File: src/rtl/alu_cmd_seq_pkg.sv
// Shared widths, FSM state encoding and ALU opcode/segment constants for alu_cmd_seq.
package alu_cmd_seq_pkg;

  localparam int unsigned DATA_W = 4;
  localparam int unsigned OP_W   = 3;
  localparam int unsigned SEG_W  = 7;
  localparam int unsigned ST_W   = 3;

  typedef enum logic [ST_W-1:0] {
    S_A    = 3'd0,
    S_B    = 3'd1,
    S_OP   = 3'd2,
    S_CALC = 3'd3,
    S_SHOW = 3'd4
  } state_e;

  localparam logic [OP_W-1:0] OP_ADD = 3'b000;
  localparam logic [OP_W-1:0] OP_SUB = 3'b001;
  localparam logic [OP_W-1:0] OP_NOT = 3'b010;
  localparam logic [OP_W-1:0] OP_AND = 3'b011;
  localparam logic [OP_W-1:0] OP_OR  = 3'b100;
  localparam logic [OP_W-1:0] OP_XOR = 3'b101;
  localparam logic [OP_W-1:0] OP_RSV = 3'b110;
  localparam logic [OP_W-1:0] OP_EQ  = 3'b111;

  localparam logic [SEG_W-1:0] SEG_BLANK = 7'h7F;

endpackage

File: src/rtl/alu_cmd_seq_btn_debounce.sv
// Enter-button conditioning: 2-flop synchronizer, optional debouncer, rising-edge pulse.
// Debouncer is built only when ALU_CMD_SEQ_DEBOUNCE_EN is defined.
module btn_debounce #(
  parameter int unsigned DB_CYCLES = 16
) (
  input  logic clk,
  input  logic rst_n,
  input  logic btn,
  output logic press
);

  logic r_sync1;
  logic r_sync2;
  logic w_level;
  logic r_level_d;
  logic r_press;

  always_ff @(posedge clk or negedge rst_n) begin
    if (!rst_n) begin
      r_sync1 <= 1'b0;
      r_sync2 <= 1'b0;
    end else begin
      r_sync1 <= btn;
      r_sync2 <= r_sync1;
    end
  end

`ifdef ALU_CMD_SEQ_DEBOUNCE_EN
  localparam int unsigned CNT_W = $clog2(DB_CYCLES + 1);

  logic             r_level;
  logic [CNT_W-1:0] r_cnt;

  // Level flips only after DB_CYCLES consecutive disagreeing samples.
  always_ff @(posedge clk or negedge rst_n) begin
    if (!rst_n) begin
      r_level <= 1'b0;
      r_cnt   <= '0;
    end else if (r_sync2 == r_level) begin
      r_cnt <= '0;
    end else if (r_cnt == CNT_W'(DB_CYCLES - 1)) begin
      r_level <= r_sync2;
      r_cnt   <= '0;
    end else begin
      r_cnt <= r_cnt + CNT_W'(1);
    end
  end

  assign w_level = r_level;
`else
  logic w_unused_db;
  assign w_unused_db = ^DB_CYCLES;
  assign w_level     = r_sync2;
`endif

  always_ff @(posedge clk or negedge rst_n) begin
    if (!rst_n) begin
      r_level_d <= 1'b0;
      r_press   <= 1'b0;
    end else begin
      r_level_d <= w_level;
      r_press   <= w_level & ~r_level_d;
    end
  end

  assign press = r_press;

endmodule

File: src/rtl/alu_cmd_seq.sv
// Switch/button entry sequencer for the 4-bit ALU: collects A, B, op, then latches the result.
// Button debouncing is enabled by defining ALU_CMD_SEQ_DEBOUNCE_EN.
module alu_cmd_seq
  import alu_cmd_seq_pkg::*;
#(
  parameter int unsigned DB_CYCLES = 16
) (
  input  logic              clk,
  input  logic              rst_n,
  input  logic [DATA_W-1:0] sw,
  input  logic              btn,
  input  logic              clr,
  output logic [DATA_W-1:0] alu_a,
  output logic [DATA_W-1:0] alu_b,
  output logic [OP_W-1:0]   alu_op,
  input  logic [SEG_W-1:0]  alu_seg,
  output logic [SEG_W-1:0]  disp_seg,
  output logic              res_valid,
  output logic [ST_W-1:0]   state_o
);

  logic              w_press;
  state_e            r_state;
  logic [DATA_W-1:0] r_a;
  logic [DATA_W-1:0] r_b;
  logic [OP_W-1:0]   r_op;
  logic [SEG_W-1:0]  r_disp;
  logic              r_valid;

  btn_debounce #(.DB_CYCLES(DB_CYCLES)) u_btn (
    .clk   (clk),
    .rst_n (rst_n),
    .btn   (btn),
    .press (w_press)
  );

  // clr takes priority over any press; disp_seg survives clr.
  always_ff @(posedge clk or negedge rst_n) begin
    if (!rst_n) begin
      r_state <= S_A;
      r_a     <= '0;
      r_b     <= '0;
      r_op    <= '0;
      r_disp  <= SEG_BLANK;
      r_valid <= 1'b0;
    end else if (clr) begin
      r_state <= S_A;
      r_a     <= '0;
      r_b     <= '0;
      r_op    <= '0;
      r_valid <= 1'b0;
    end else begin
      case (r_state)
        S_A: if (w_press) begin
          r_a     <= sw;
          r_state <= S_B;
        end
        S_B: if (w_press) begin
          r_b     <= sw;
          r_state <= S_OP;
        end
        S_OP: if (w_press) begin
          r_op    <= sw[OP_W-1:0];
          r_state <= S_CALC;
        end
        S_CALC: begin
          r_disp  <= alu_seg;
          r_valid <= 1'b1;
          r_state <= S_SHOW;
        end
        S_SHOW: if (w_press) begin
          r_valid <= 1'b0;
          r_state <= S_A;
        end
        default: r_state <= S_A;
      endcase
    end
  end

  assign alu_a     = r_a;
  assign alu_b     = r_b;
  assign alu_op    = r_op;
  assign disp_seg  = r_disp;
  assign res_valid = r_valid;
  assign state_o   = ST_W'(r_state);

endmodule

File: config.mk
export PLATFORM = sky130hd
export DESIGN_NAME = alu_cmd_seq
export DESIGN_NICKNAME = d
export VERILOG_FILES = /design/src/rtl/alu_cmd_seq_pkg.sv /design/src/rtl/alu_cmd_seq_btn_debounce.sv /design/src/rtl/alu_cmd_seq.sv
export SDC_FILE = /design/constraint.sdc
export NUM_CORES = 1
export LEC_CHECK = 0
export CORE_AREA = 2 2 56 58
export CTS_CLUSTER_SIZE = 14
export DETAILED_ROUTE_END_ITERATION = 7
export DIE_AREA = 0 0 58 60
export PLACE_DENSITY = 0.72
export SLEW_MARGIN = 20
export SYNTH_ARGS = -nofsm -noshare
export SYNTH_HDL_FRONTEND = slang
export SYNTH_SLANG_ARGS = --single-unit
File: constraint.sdc
create_clock -name clk -period 1.65 [get_ports clk]
set_clock_uncertainty 0.15 [all_clocks]
set_input_delay 0.495 -clock clk [delete_from_list [all_inputs] [get_ports clk]]
set_output_delay 0.495 -clock clk [all_outputs]
set_load 0.01 [all_outputs]
==> results.cfg <==
[yosys]
yosysTopAreaCell = dfrtp_1
yosys_warnings = 0
synth_top_area_share = 0.403
syn-num-nets = 100
avgSynthCellArea_sq_um = 13.9
ys_top_cells_by_area = dfrtp_1 (40%), dfstp_2 (16%), nand2b_1 (9.5%)
yosysSeqAreaShare = 0.559
synth-seq-cells = 26
synthCells = 85
syn_area_sq_mm = 0.00118
synth_cell_types = 21

[clock_tree]
htree_levels = 1
ctsHoldBuffers = 0
clock-sinks = 26
cts_tree = yes
cts-root-buf = clkbuf_4
cts_made_buffers = 3
path_clk_slew_ps = 150
worstSkewPairLatency_ps = 330
clock_path_buffers = 2

[timing]
setup_viol = 1
finalHoldViolCount = 0
worst_slack_ps = -2.62
setup-tns-final_ps = -2.62
fin_crit_ps = 1650
timing.fmax_mhz = 605
max_slew_margin = 0.728
post-route-period-util = 1.00
rsz0062_at_grt = true
slew_violations = 0
tightest_slew_ps = 406
timing.hold.ws_ps = 218

[finish]
fin_area_sq_mm = 0.00169
syn_to_final_growth_pct = 43.1
num_antenna_cells = 0
fin_util = 0.581
fin_nets = 152
drive_above_1_share = 0.419

[route]
antenna_left = 0
via_count = 821
drcViolationCount = 0
wl_per_cell_um = 14.0
dr.pass1.iters = 4
drtIter0Drc = 17
vias_per_cell = 4.86
wl_um = 2370

[placed_design]
portBuffers = 36
dp_hpwl_um = 1760
dpl_cell_area_sq_mm = 0.00160
gp_congestion = 0.639

[setup_path]
cp_slowest_stage_delay_ps = 580
worst-endpoint-required_ps = 1000
rrSetupSlack_ps = 150
cpMaxStageDelayCell = dfstp_2
cp.arrival_ps = 1010
crit_path_start_kind = register
cp_num_buf_inv = 1
cp_max_fo = 2
cp-end-kind = output port
cpLargestDelayFamily = flip-flops
worstPathCellList = buf_6
worstSetupPathType = register to output port

[global_routing]
grt_max_degree = 27
grt_pass1_vias = 889
overflow = 0
antenna_found_initial = 0
grt_pass1_wl_um = 3970
grt_use_total = 0.154

[die]
ios = 37
die-area_sq_mm = 0.00348
core_sq_mm = 0.00290
die_h_um = 60
die_w_um = 58
row_count = 20
initial_core_util = 0.406

[outcome]
violations = setup timing
status = complete, but fails checks

[pwr]
power_leakage_nw = 0.814
peakVddDrop_mv = 0.497
p_total_mw = 1.35
power.density_mw_per_mm2 = 798

[job]
drv_cap = 0

[worst_hold_path]
holdCritPathClass = register to register
## area by class of cell
| class | count | area [sq um] |
|---|---|---|
| Fill cell | 255 | 1210 |
| Sequential cell | 26 | 659 |
| Multi-Input combinational cell | 51 | 474 |
| Timing Repair Buffer | 54 | 457 |
| Tap cell | 33 | 41.3 |
| Clock inverter | 1 | 30.0 |
| Clock buffer | 3 | 22.5 |
| Inverter | 1 | 3.75 |
## sequential cells by signal, indices dropped and copies added, names as in the netlist
signal and flops:
u_btn.r_sync1 1, state_o 3, alu_b 4, alu_op 3, u_btn.r_level_d 1, disp_seg 7, res_valid 1, u_btn.r_sync2 1
alu_a 4, u_btn.press 1
## stage by stage
stage | std cells | setup slack, ps
detailed placement | 154 | -215
global route | 169 | -44.6
global placement | 154 | -209
floorplan | 85 | 141
finish | 169 | -2.62
CTS | 165 | -8.54
## path summary, 6_finish.rpt
path                                    start            end  cells past startpoint
worst max-delay path              disp_seg[0]    disp_seg[0]                      1
worst min-delay path            u_btn.r_sync1  u_btn.r_sync2                      0
worst max register to register     state_o[2]    disp_seg[3]                      4
worst min register to register  u_btn.r_sync1  u_btn.r_sync2                      0
max in group asynchronous               rst_n    disp_seg[2]                      2
min in group asynchronous               rst_n     state_o[1]                      2
## power breakdown
group	internal [mW]	switching, mW	leakage (nW)
combinational	0.130	0.0738	0.459
sequential	0.679	0.0207	0.327
clock	0.246	0.197	0.0279
total	1.06	0.292	0.814
## repair_timing
item                                    in CTS  in global routing
gates cloned                                 0                  0
endpoints found under the hold margin        0                  0
setup buffers                                7                  4
endpoints found under the setup margin      22                 19
gates resized for setup                     66                 12
## cells in the mapped netlist
cell,n
and4bb_2,1
mux2i_1,11
nor4b_4,1
buf_6,1
o21bai_1,1
a211oi_1,3
buf_2,1
a21oi_1,1
dfrtp_1,19
clkbuf_1,3
nor2b_1,1
or4b_1,1
or3b_1,1
dfstp_2,7
nand3b_1,2
nand2b_1,18
mux2_4,7
inv_1,1
buf_4,2
and4bb_1,1
nand4bb_1,2
## worst register-to-register path, delay by kind of cell (launching register included)
kind	cells	cell delay, ps
buffers and inverters	2	320
DFF	1	400
and+or+nand+nor	1	290
muxes	1	300
## cells by family after synthesis
group | share of synthesized area
compound gates | 0.0297
buf+inv | 0.0392
flops | 0.559
mux | 0.182
simple gates | 0.190
## layer usage
layer	vias to the layer above	wire (um)	global-route usage
met4	0	38	0.0698
met1	408	963	0.182
met5	-	0	0
met2	15	1290	0.269
met3	4	80	0.0303
li1	394	-	-
## cells in the final DEF, fill, tap and decap left out, drive strengths merged
master and instances:
a211oi 3, a21oi 1, and4bb 2, buf 26, bufinv 1, clkbuf 14
clkdlybuf4s15 3, clkdlybuf4s50 14, dfrtp 19, dfstp 7, inv 1, mux2 7
mux2i 11, nand2b 18, nand3b 2, nand4bb 2, nor2b 1, nor4b 1
o21bai 1, or3b 1, or4b 1
No activity file was read; power rests on OpenSTA's default activity.
